==> src/rtl/pwm_audio_demod_pkg.sv <==
`default_nettype none
// ============================================================================
// Module      : pwm_audio_demod_pkg
// Description : Shared constants and helpers for the PWM audio demodulator.
// Revision    : 1.0 - initial release
// ============================================================================
package pwm_audio_demod_pkg;

    localparam int c_PERIOD_FULL_FPS  = 100;
    localparam int c_PERIOD_HALF_RATE = 50;

    localparam logic [1:0] c_ST_IDLE       = 2'd0;
    localparam logic [1:0] c_ST_ACC        = 2'd1;
    localparam logic [1:0] c_ST_WAIT_START = 2'd2;

    // Width able to hold every value 0..period inclusive.
    function automatic int cnt_bits(input int period);
        return $clog2(period + 1);
    endfunction

endpackage
`default_nettype wire

==> src/rtl/pwm_demod_outbuf.sv <==
`default_nettype none
// ============================================================================
// Module      : pwm_demod_outbuf
// Description : Single-entry valid/ready holding register with drop detect.
// Revision    : 1.0 - initial release
// ============================================================================
module pwm_demod_outbuf #(
    parameter int DATA_BITS = 7
) (
    input  logic                 clk,
    input  logic                 rst_n,
    input  logic                 i_load,
    input  logic [DATA_BITS-1:0] i_sample,
    input  logic                 i_phase,
    input  logic                 i_ready,
    output logic                 o_valid,
    output logic [DATA_BITS-1:0] o_sample,
    output logic                 o_phase,
    output logic                 o_drop
);

    logic                 r_valid;
    logic [DATA_BITS-1:0] r_sample;
    logic                 r_phase;
    logic                 w_accept;

    // A load is taken when the slot is empty or is being drained this cycle.
    assign w_accept = i_load & (~r_valid | i_ready);
    assign o_drop   = i_load & r_valid & ~i_ready;

    always_ff @(posedge clk or negedge rst_n) begin
        if (!rst_n) begin
            r_valid  <= 1'b0;
            r_sample <= '0;
            r_phase  <= 1'b0;
        end else if (w_accept) begin
            r_valid  <= 1'b1;
            r_sample <= i_sample;
            r_phase  <= i_phase;
        end else if (i_ready) begin
            r_valid  <= 1'b0;
        end
    end

    assign o_valid  = r_valid;
    assign o_sample = r_sample;
    assign o_phase  = r_phase;

endmodule
`default_nettype wire

==> src/rtl/pwm_audio_demod.sv <==
`default_nettype none
// ============================================================================
// Module      : pwm_audio_demod
// Description : Recovers one unsigned sample per PWM period from the 1-bit
//               audio stream by counting de-inverted ones.
// Revision    : 1.0 - initial release
// ============================================================================
module pwm_audio_demod
    import pwm_audio_demod_pkg::*;
#(
    parameter int PERIOD   = c_PERIOD_FULL_FPS,
    parameter int CNT_BITS = cnt_bits(PERIOD)
) (
    input  logic                clk,
    input  logic                rst_n,
    input  logic                tick,
    input  logic                period_start,
    input  logic                invert,
    input  logic                audio_in,
    input  logic                out_ready,
    output logic                out_valid,
    output logic [CNT_BITS-1:0] out_sample,
    output logic                out_phase,
    output logic                period_err,
    output logic                overrun,
    input  logic                clear_err
);

    localparam logic [CNT_BITS-1:0] c_LAST_BIT = CNT_BITS'(PERIOD - 1);
    localparam logic [CNT_BITS-1:0] c_ONE      = CNT_BITS'(1);

    logic [1:0]          r_state;
    logic [CNT_BITS-1:0] r_bits;
    logic [CNT_BITS-1:0] r_count;
    logic                r_invert;
    logic                r_period_err;
    logic                r_overrun;

    logic                w_bit;
    logic                w_first_bit;
    logic                w_start;
    logic                w_step;
    logic                w_complete;
    logic                w_frame_err;
    logic                w_drop;
    logic [CNT_BITS-1:0] w_sum;

    assign w_bit       = audio_in ^ r_invert;
    assign w_first_bit = audio_in ^ invert;
    assign w_start     = tick & period_start;
    assign w_step      = tick & ~period_start;
    assign w_sum       = r_count + (w_bit ? c_ONE : '0);
    assign w_complete  = w_step & (r_state == c_ST_ACC) & (r_bits == c_LAST_BIT);
    // A period_start mid-accumulation or a missing one after a full period.
    assign w_frame_err = (w_start & (r_state == c_ST_ACC)) |
                         (w_step  & (r_state == c_ST_WAIT_START));

    always_ff @(posedge clk or negedge rst_n) begin
        if (!rst_n) begin
            r_state  <= c_ST_IDLE;
            r_bits   <= '0;
            r_count  <= '0;
            r_invert <= 1'b0;
        end else if (w_start) begin
            r_state  <= c_ST_ACC;
            r_invert <= invert;
            r_bits   <= c_ONE;
            r_count  <= w_first_bit ? c_ONE : '0;
        end else if (w_step) begin
            case (r_state)
                c_ST_ACC: begin
                    r_bits  <= r_bits + c_ONE;
                    r_count <= w_sum;
                    if (r_bits == c_LAST_BIT) begin
                        r_state <= c_ST_WAIT_START;
                    end
                end
                default: r_state <= c_ST_IDLE;
            endcase
        end
    end

    always_ff @(posedge clk or negedge rst_n) begin
        if (!rst_n) begin
            r_period_err <= 1'b0;
            r_overrun    <= 1'b0;
        end else begin
            r_period_err <= w_frame_err | (r_period_err & ~clear_err);
            r_overrun    <= w_drop      | (r_overrun    & ~clear_err);
        end
    end

    pwm_demod_outbuf #(
        .DATA_BITS (CNT_BITS)
    ) u_outbuf (
        .clk      (clk),
        .rst_n    (rst_n),
        .i_load   (w_complete),
        .i_sample (w_sum),
        .i_phase  (r_invert),
        .i_ready  (out_ready),
        .o_valid  (out_valid),
        .o_sample (out_sample),
        .o_phase  (out_phase),
        .o_drop   (w_drop)
    );

    assign period_err = r_period_err;
    assign overrun    = r_overrun;

endmodule
`default_nettype wire

==> config.mk <==
export PLATFORM = sky130hd
export DESIGN_NAME = pwm_audio_demod
export DESIGN_NICKNAME = d
export VERILOG_FILES = /design/src/rtl/pwm_audio_demod_pkg.sv /design/src/rtl/pwm_demod_outbuf.sv /design/src/rtl/pwm_audio_demod.sv
export SDC_FILE = /design/constraint.sdc
export NUM_CORES = 1
export LEC_CHECK = 0
export CAP_MARGIN = 30
export CORE_UTILIZATION = 48
export CTS_CLUSTER_DIAMETER = 30
export CTS_CLUSTER_SIZE = 14
export DETAILED_ROUTE_END_ITERATION = 8
export MAX_ROUTING_LAYER = met4
export PLACE_DENSITY = 0.74
export SETUP_SLACK_MARGIN = 0.02
export SYNTH_ARGS = -nofsm -noshare
export SYNTH_HDL_FRONTEND = slang
export SYNTH_SLANG_ARGS = --single-unit
==> constraint.sdc <==
create_clock -name clk -period 1.5 [get_ports clk]
set_input_delay 0.375 -clock clk [delete_from_list [all_inputs] [get_ports clk]]
set_output_delay 0.375 -clock clk [all_outputs]
set_load 0.005 [all_outputs]
==> flow_summary.ini, run 1 <==
[run_status]
status = finished, violations left
violations = negative setup slack

[logic_synthesis]
synth_top_family_by_area = simple AND/OR/NAND/NOR gates
yosys_warnings = 0
yosys.area_share.simple_pct = 17.30
synth_cell_type_count = 33
synth_area_leaders = dfrtp_1 50%, xor2_1 4.4%, mux2_4 4.3%, o21ai_0 4.0%, nand2_1 3.8%
synth-edff-count = 0
synth_area_sq_um = 1389
synth_ff_type = dfrtp_1
synth_top_area_share_pct = 50.45
yosysTopAreaCell = dfrtp_1
synth_compound_area_share_pct = 10.63
syn-instance-count = 125
synth.yosys.seq_area_share_pct = 50.45
synth_area_per_cell_sq_um = 11.11
ys_ff_latch = 28
synth_xor_area_share_pct = 6.306
synthArstFlopShare_pct = 100.0
synth_adder_area_share_pct = 2.703
muxShareOfSynthArea_pct = 8.018
synth_nets = 136

[worst_setup_path]
critPathKind = flip-flop to flip-flop
required_ns = 1.73
cp_top_family = simple AND/OR/NAND/NOR gates
crit_path_max_incr_delay_ns = 0.43
slowest_stage = dfrtp_1
cp.arrival_ns = 1.79
path_cells = nor4b_4 > nand4_4 > nand2b_4 > mux2_4
start_kind = flip-flop
cp_num_buf_inv = 0
worstSetupEndpointType = flip-flop
crit_fanout = 5

[timing]
worst_slew_pin_slew_ns = 0.3404
rsz0062_at_grt = yes
slew_violations = 0
finalCritPeriodShare_pct = 104.2
setup_violations = 8
setup_ws_ns = -0.06367
hold_viol_final = 0
skew_ns = 0.005793
clock.fmax_mhz = 639.5
relSlewSlack_pct = 77.21
fin_crit_ns = 1.564

[final_layout]
fin_nets = 182
final_common_cell = dfrtp_1
stdcell_count = 201
area.growth.synth_to_final_pct = 35.41
insertedDiodeCount = 0
multiInputGateArea_sq_um = 670.6
final_cell_mix = 28 x dfrtp_1, 24 x buf_4, 14 x nand2_1
drive_gt1_share_pct = 31.18
num-fill-cells = 218
regArea_sq_um = 700.7

[clock_tree]
path_clk_slew_ns = 0.15
clk_path_buf_depth = 2
cts_root_buffer = clkbuf_4
clk_latency_ns = 0.32
htreeDepth = 1
numCtsBuffers = 3
cts_tree = yes
clock-sinks = 28

[drt]
initialDrtViolationCount = 46
routed_wl_um = 2991
drt-wirelength-per-cell_um = 14.88
drtAntennaViolNets = 0
viasPerCell = 5.403
first_pass_iters = 4
drc = 0
vias = 1086

[placement]
portBuffers = 18
dp_cells = 189
dp_hpwl_um = 2075
globalplace.congestion = 0.7767

[floorplan]
die_h_um = 55.79
dieArea_sq_um = 3113
pin_count = 19
core_area_sq_um = 2758
die_w_um = 55.79
rows = 19
initial_core_util_pct = 50.36

[grt]
antenna_found_initial = 0
grt_max_degree = 29
first_global_vias = 1129
grtUsageTotal_pct = 21.69
grt_pass1_wl_um = 5030
grt_overflow_total = 0

[power_and_ir_drop]
vdd_drop_max_v = 0.0005998
power_leakage_nw = 0.9522
total_power_mw = 1.521
power_density_nw_per_um2 = 808.9

[hold_path]
holdCritPathClass = input port to async pin

[flow_run]
max-cap-violations = 0
## metrics by stage
stage | area (sq um) | TNS, ns | setup WS, ns | hold slack [ns] | util, %
2_1_floorplan | 1393 | -0.4963 | -0.1241 | 0.07941 | -
3_3_place_gp | 1737 | -6.946 | -0.4796 | 0.4847 | 62.98
3_5_place_dp | 1737 | -7.474 | -0.5109 | 0.5007 | 62.98
4_1_cts | 1829 | -0.2442 | -0.05469 | 0.3738 | 66.33
5_1_grt | 1881 | -0.6204 | -0.08493 | 0.3773 | 68.19
6_report | 1881 | -0.3268 | -0.06367 | 0.3870 | 68.19
## cell families (layout without fill, tap and decap cells)
family	count (synthesis)	in the layout
AND/OR/NAND/NOR	38	38
flip-flops	28	28
AO/OA/AOI/OAI	24	24
buffers and inverters	13	58
XOR/XNOR	10	10
multiplexers	9	9
adder cells (fa/ha/maj)	3	3
## area by class of cell
type	count	share of cell area [%]
Multi-Input combinational cell	84	35.66
Tap cell	31	2.063
Inverter	8	1.597
Sequential cell	28	37.26
Clock buffer	4	1.929
Timing Repair Buffer	46	21.49
## power by group
| group | internal [mW] | switching, mW |
|---|---|---|
| clock | 0.149 | 0.215 |
| combinational | 0.161 | 0.141 |
| sequential | 0.805 | 0.0508 |
| total | 1.11 | 0.407 |
## synthesized netlist by cell type (3+ instances only)
cell type and number:
nand2_1 14, xor2_1 7, xnor2_1 3, mux2_4 4, ha_1 3, nand3_1 6, mux2i_1 4, a21oi_1 4
nor2_1 5, inv_1 8, clkbuf_1 3, dfrtp_1 28, o21ai_0 11
## routing by layer
layer	up-vias	part of all wire, %	GRT usage, %
met5	-	0	-
met4	0	2.0	10.36
met3	6	3.2	3.721
met2	26	55	36.14
met1	532	40	25.50
li1	522	-	-
## path summary, 6_finish.rpt
check / from / slack (ns) / cells past startpoint / to
setup / recovery: r_bits[3] / -0.06 / 4 / u_outbuf.o_phase
hold / removal: rst_n / 0.39 / 2 / u_outbuf.o_sample[3]
setup reg to reg: r_bits[3] / -0.06 / 4 / u_outbuf.o_phase
hold reg to reg: u_outbuf.o_sample[2] / 0.52 / 1 / u_outbuf.o_sample[2]
max in group asynchronous: rst_n / 0.96 / 2 / r_bits[3]
min in group clk: period_start / 0.41 / 3 / r_bits[2]
## repair_timing
| action | in CTS | in global routing |
|---|---|---|
| hold buffers | 0 | 0 |
| setup buffers | 6 | 2 |
| pin swaps | 6 | 4 |
| resized for setup | 19 | 12 |
| endpoints found under the setup margin | 25 | 14 |
## flip-flops by register name, summed over array words and instances (netlist names)
register and count:
u_outbuf.o_phase 1, u_outbuf.o_sample 7, u_outbuf.o_valid 1, r_invert 1, r_state 2, overrun 1
period_err 1, r_bits 7, r_count 7
Power figures use the tool's default switching activity.
==> inputs of run 2 (changes only) <==
--- a/config.mk
+++ b/config.mk
@@ -16,3 +16,4 @@
 export SYNTH_ARGS = -nofsm -noshare
 export SYNTH_HDL_FRONTEND = slang
 export SYNTH_SLANG_ARGS = --single-unit
+export TNS_END_PERCENT = 10
==> run 2 against run 1 <==
The run still ends with negative setup slack left. Clock power rose by 37%. Utilization fell by 0.59 points. Highest routed layer unchanged. Register-to-register slack improved by 0.04 ns. Hold slack got worse by 0.019 ns.
==> flow_summary.ini, run 2 (same netlist as run 1, synthesis figures left out) <==
[run_status]
status = finished, violations left
violations = negative setup slack

[placement]
globalplace.congestion = 0.7543
dp_cells = 189
dp_slack_ns = -0.5648
portBuffers = 18
dp_hpwl_um = 2004
place_area_sq_um = 1737

[floorplan]
core_area_sq_um = 2758
rows = 19
pin_count = 19
dieArea_sq_um = 3113
die_w_um = 55.79
initial_core_util_pct = 50.36
die_h_um = 55.79

[power_and_ir_drop]
share_comb_of_total_power_pct = 18.6
total_power_mw = 1.663
power_frac_clock_pct = 30.0
power_switching_mw = 0.4254
p_seq_share_pct = 51.4
power_leakage_nw = 0.9160
power_density_nw_per_um2 = 892.0
swShare_pct = 25.58
vdd_drop_max_v = 0.001201
internal_power_mw = 1.238

[drt]
viasPerCell = 5.474
initialDrtViolationCount = 21
drt-wirelength-per-cell_um = 14.61
routed_wl_um = 2864
vias = 1073
drtAntennaViolNets = 0
drc = 0
first_pass_iters = 4

[final_layout]
drive_gt1_share_pct = 29.09
final_cell_mix = 28 x dfrtp_1, 20 x buf_4, 13 x nand2_1, 13 x dlygate4sd2_1
fin_nets = 177
stdcell_count = 196
finalInstanceArea_sq_um = 1864
final_core_util_pct = 67.60
area.growth.synth_to_final_pct = 34.23
final_common_cell = dfrtp_1
insertedDiodeCount = 0

[timing]
fin_crit_ns = 1.526
clock.fmax_mhz = 655.2
rsz0062_at_grt = yes
setup_ws_ns = -0.02628
setup_violations = 4
slew_violations = 0
finalCritPeriodShare_pct = 101.8
skew_ns = 0.005270
worst_slew_pin_slew_ns = 0.2802
hold-worst-slack_ns = 0.3684
hold_viol_final = 0
relSlewSlack_pct = 81.24
fin_setup_tns_ns = -0.09294

[grt]
grt_overflow_total = 0
first_global_vias = 1067
grt_pass1_wl_um = 4781
grt_max_degree = 29
antenna_found_initial = 0
grtUsageTotal_pct = 19.82

[worst_setup_path]
crit_fanout = 5
cp.arrival_ns = 1.77
critPathKind = flip-flop to flip-flop
r2r_slack_ns = -0.03
rr_endpoint = u_outbuf.o_sample[2]
start_kind = flip-flop
r2r-start = r_bits[4]
required_ns = 1.74
ff2ff_path_depth = 4
critPathLaunch = r_bits[4]
endpoint = u_outbuf.o_sample[2]
worstSetupEndpointType = flip-flop

[clock_tree]
clk_latency_ns = 0.33
cts_root_buffer = clkbuf_4
htreeDepth = 1
path_clk_slew_ns = 0.15
hold_buffers = 0
numCtsBuffers = 3
clk_path_buf_depth = 2
cts_tree = yes
clock-sinks = 28

[flow_run]
max-cap-violations = 0

[hold_path]
holdCritPathClass = input port to async pin
## run 2: layout make-up
type                            count  area [sq um]
Fill cell                         228         893.4
Sequential cell                    28         700.7
Multi-Input combinational cell     84         685.7
Timing Repair Buffer               41         356.6
Tap cell                           31         38.79
Clock inverter                      1         30.03
Inverter                            8         30.03
Clock buffer                        3         22.52
## run 2: power by group through the flow
stage	clock (mW)	sequential (mW)	combinational, mW
finish	0.499	0.855	0.309
global route	0.527	0.862	0.339
CTS	0.504	0.853	0.299
detailed placement	0	0.865	0.287
global placement	0	0.862	0.274
floorplan	0	0.867	0.141
## run 2: repair_timing
action	4_1_cts	5_1_grt
buffers inserted	1	2
resized for setup	21	8
pin swaps	8	4
setup endpoints to repair	24	13
## run 2: worst max-delay path, stage by stage, from the launching register on
cell and delay [ns]:
dfrtp_1 0.45, nor4b_4 0.35, nand4_4 0.13, nand2b_4 0.20, mux2_4 0.31
## run 2: worst min path at each step
stage	startpoint	endpoint	slack, ns	cells past startpoint
after global placement	r_count[6]	r_count[6]	0.48	2
after global routing	rst_n	u_outbuf.o_sample[6]	0.39	2
after floorplan	rst_n	overrun	0.08	0
after detailed placement	u_outbuf.o_phase	u_outbuf.o_phase	0.50	1
after CTS	rst_n	u_outbuf.o_sample[4]	0.38	2
final	rst_n	u_outbuf.o_sample[6]	0.37	2
## run 2: layer usage
layer | wire (um) | global-route usage, %
met2 | 1500 | 33.73
met4 | 16 | 3.214
met5 | 0 | -
met3 | 84 | 5.349
met1 | 1263 | 24.05
==> inputs of run 3 (changes only) <==
--- a/config.mk
+++ b/config.mk
@@ -6,12 +6,12 @@
 export NUM_CORES = 1
 export LEC_CHECK = 0
 export CAP_MARGIN = 30
-export CORE_UTILIZATION = 48
+export CORE_UTILIZATION = 53
 export CTS_CLUSTER_DIAMETER = 30
 export CTS_CLUSTER_SIZE = 14
 export DETAILED_ROUTE_END_ITERATION = 8
 export MAX_ROUTING_LAYER = met4
-export PLACE_DENSITY = 0.74
+export PLACE_DENSITY = 0.78
 export SETUP_SLACK_MARGIN = 0.02
 export SYNTH_ARGS = -nofsm -noshare
 export SYNTH_HDL_FRONTEND = slang
==> constraint.sdc (replaced) <==
create_clock -name clk -period 1.6 [get_ports clk]
set_input_delay 0.4 -clock clk [delete_from_list [all_inputs] [get_ports clk]]
set_output_delay 0.4 -clock clk [all_outputs]
set_load 0.005 [all_outputs]
==> run 3 against run 2 <==
The flow still finishes with violations (negative setup slack). Critical path depth grew 2. Final cell count decreased by 2.0%. Flip-flop and latch count is the same. Largest power group unchanged. Highest routed layer unchanged.
==> flow_summary.ini, run 3 (same netlist as run 1, synthesis figures left out) <==
[power_and_ir_drop]
power_density_nw_per_um2 = 852.4
vdd_drop_max_v = 0.0006929
power_leakage_nw = 0.8996

[grt]
grt_max_degree = 29
grtUsageTotal_pct = 24.11
grt_overflow_total = 0
grt_pass1_wl_um = 4809
antenna_found_initial = 0
first_global_vias = 1074

[timing]
clock.fmax_mhz = 623.0
setup_violations = 1
setup_ws_ns = -0.005235
hold-worst-slack_ns = 0.4272
fin_crit_ns = 1.605
slew_violations = 0
finalCritPeriodShare_pct = 100.3
worst_slew_pin_slew_ns = 0.5078
hold_viol_final = 0
rsz0062_at_grt = yes
skew_ns = 0.005198
relSlewSlack_pct = 65.79

[clock_tree]
clk_latency_ns = 0.33
path_clk_slew_ns = 0.15
clk_path_buf_depth = 2
cts_root_buffer = clkbuf_4
htreeDepth = 1
numCtsBuffers = 3
clock-sinks = 28
cts_tree = yes

[floorplan]
dieArea_sq_um = 2829
die_w_um = 53.19
core_area_sq_um = 2477
rows = 18
die_h_um = 53.19
pin_count = 19
initial_core_util_pct = 56.06

[final_layout]
num-fill-cells = 179
insertedDiodeCount = 0
fin_nets = 174
area.growth.synth_to_final_pct = 30.54
drive_gt1_share_pct = 26.54
final_common_cell = dfrtp_1
final_cell_mix = 28 x dfrtp_1, 19 x buf_4, 14 x nand2_1
multiInputGateArea_sq_um = 670.6
finalInstanceArea_sq_um = 1813
regArea_sq_um = 700.7

[drt]
drt-wirelength-per-cell_um = 15.19
vias = 1051
routed_wl_um = 2917
drc = 0
drtAntennaViolNets = 0
viasPerCell = 5.474
first_pass_iters = 4
initialDrtViolationCount = 14

[worst_setup_path]
cp.arrival_ns = 1.85
worstSetupEndpointType = flip-flop
critPathKind = input port to flip-flop
start_kind = input port
crit_fanout = 8
required_ns = 1.85

[placement]
place_area_sq_um = 1700
dp_hpwl_um = 2100
globalplace.congestion = 0.7718
portBuffers = 18

[run_status]
violations = negative setup slack
status = finished, violations left

[flow_run]
max-cap-violations = 0

[hold_path]
holdCritPathClass = input port to async pin
-- run 3: area by class of cell --
type | instances | share of cell area [%]
timing repair buffer | 38 | 17.74
clock inverter | 1 | 1.656
multi-input combinational | 84 | 36.99
clock buffer | 3 | 1.242
inverter | 8 | 1.656
sequential | 28 | 38.65
tap | 30 | 2.070
-- run 3: report_power, final --
group | leakage [nW] | internal (mW) | switching [mW]
Sequential | 0.355 | 0.754 | 0.0471
Clock | 0.0279 | 0.253 | 0.217
Combinational | 0.517 | 0.142 | 0.132
Total | 0.900 | 1.15 | 0.395
-- run 3: metal layers --
metal,GRT usage (%),up-vias,share of wire (%)
met5,-,-,0
li1,-,508,-
met3,3.161,4,3.1
met2,42.83,20,53
met4,5.263,0,1.0
met1,29.04,519,43
-- run 3: critical path, cell delays in order --
cell	delay, ns
clkdlybuf4s50_1	0.42
buf_4	0.17
o21ai_0	0.43
buf_4	0.24
o21ai_0	0.08
o21ai_0	0.10
-- run 3: path summary, 6_finish.rpt --
kind                                    to  slack, ns         start  cells after the start
worst max-delay path            r_count[2]     -0.005  period_start                      6
worst min-delay path            r_count[6]       0.43         rst_n                      2
worst max register to register  r_count[2]       0.01    r_state[0]                      5
worst min register to register   r_bits[0]       0.53     r_bits[0]                      1
max in group asynchronous        r_bits[3]       0.91         rst_n                      2
min in group clk                 r_bits[2]       0.44          tick                      3
-- run 3: through the flow --
step                      setup WS, ns  utilization, %  instances  setup TNS [ns]  total power [mW]
after floorplan               -0.05155               -        125         -0.2062            0.9446
after global placement         -0.4032           68.64        185          -5.361             1.051
after detailed placement       -0.4901           68.64        185          -5.966             1.067
after CTS                      0.05236           71.16        190               0             1.542
after global routing          -0.02113           73.18        192        -0.03356             1.618
final                        -0.005235           73.18        192       -0.005235             1.545
-- run 3: timing repair --
action	4_1_cts	5_1_grt
cloned	0	0
resized for setup	18	6
pin swaps	4	3
endpoints found under the setup margin	19	10
setup buffers	1	2
hold buffers	0	0
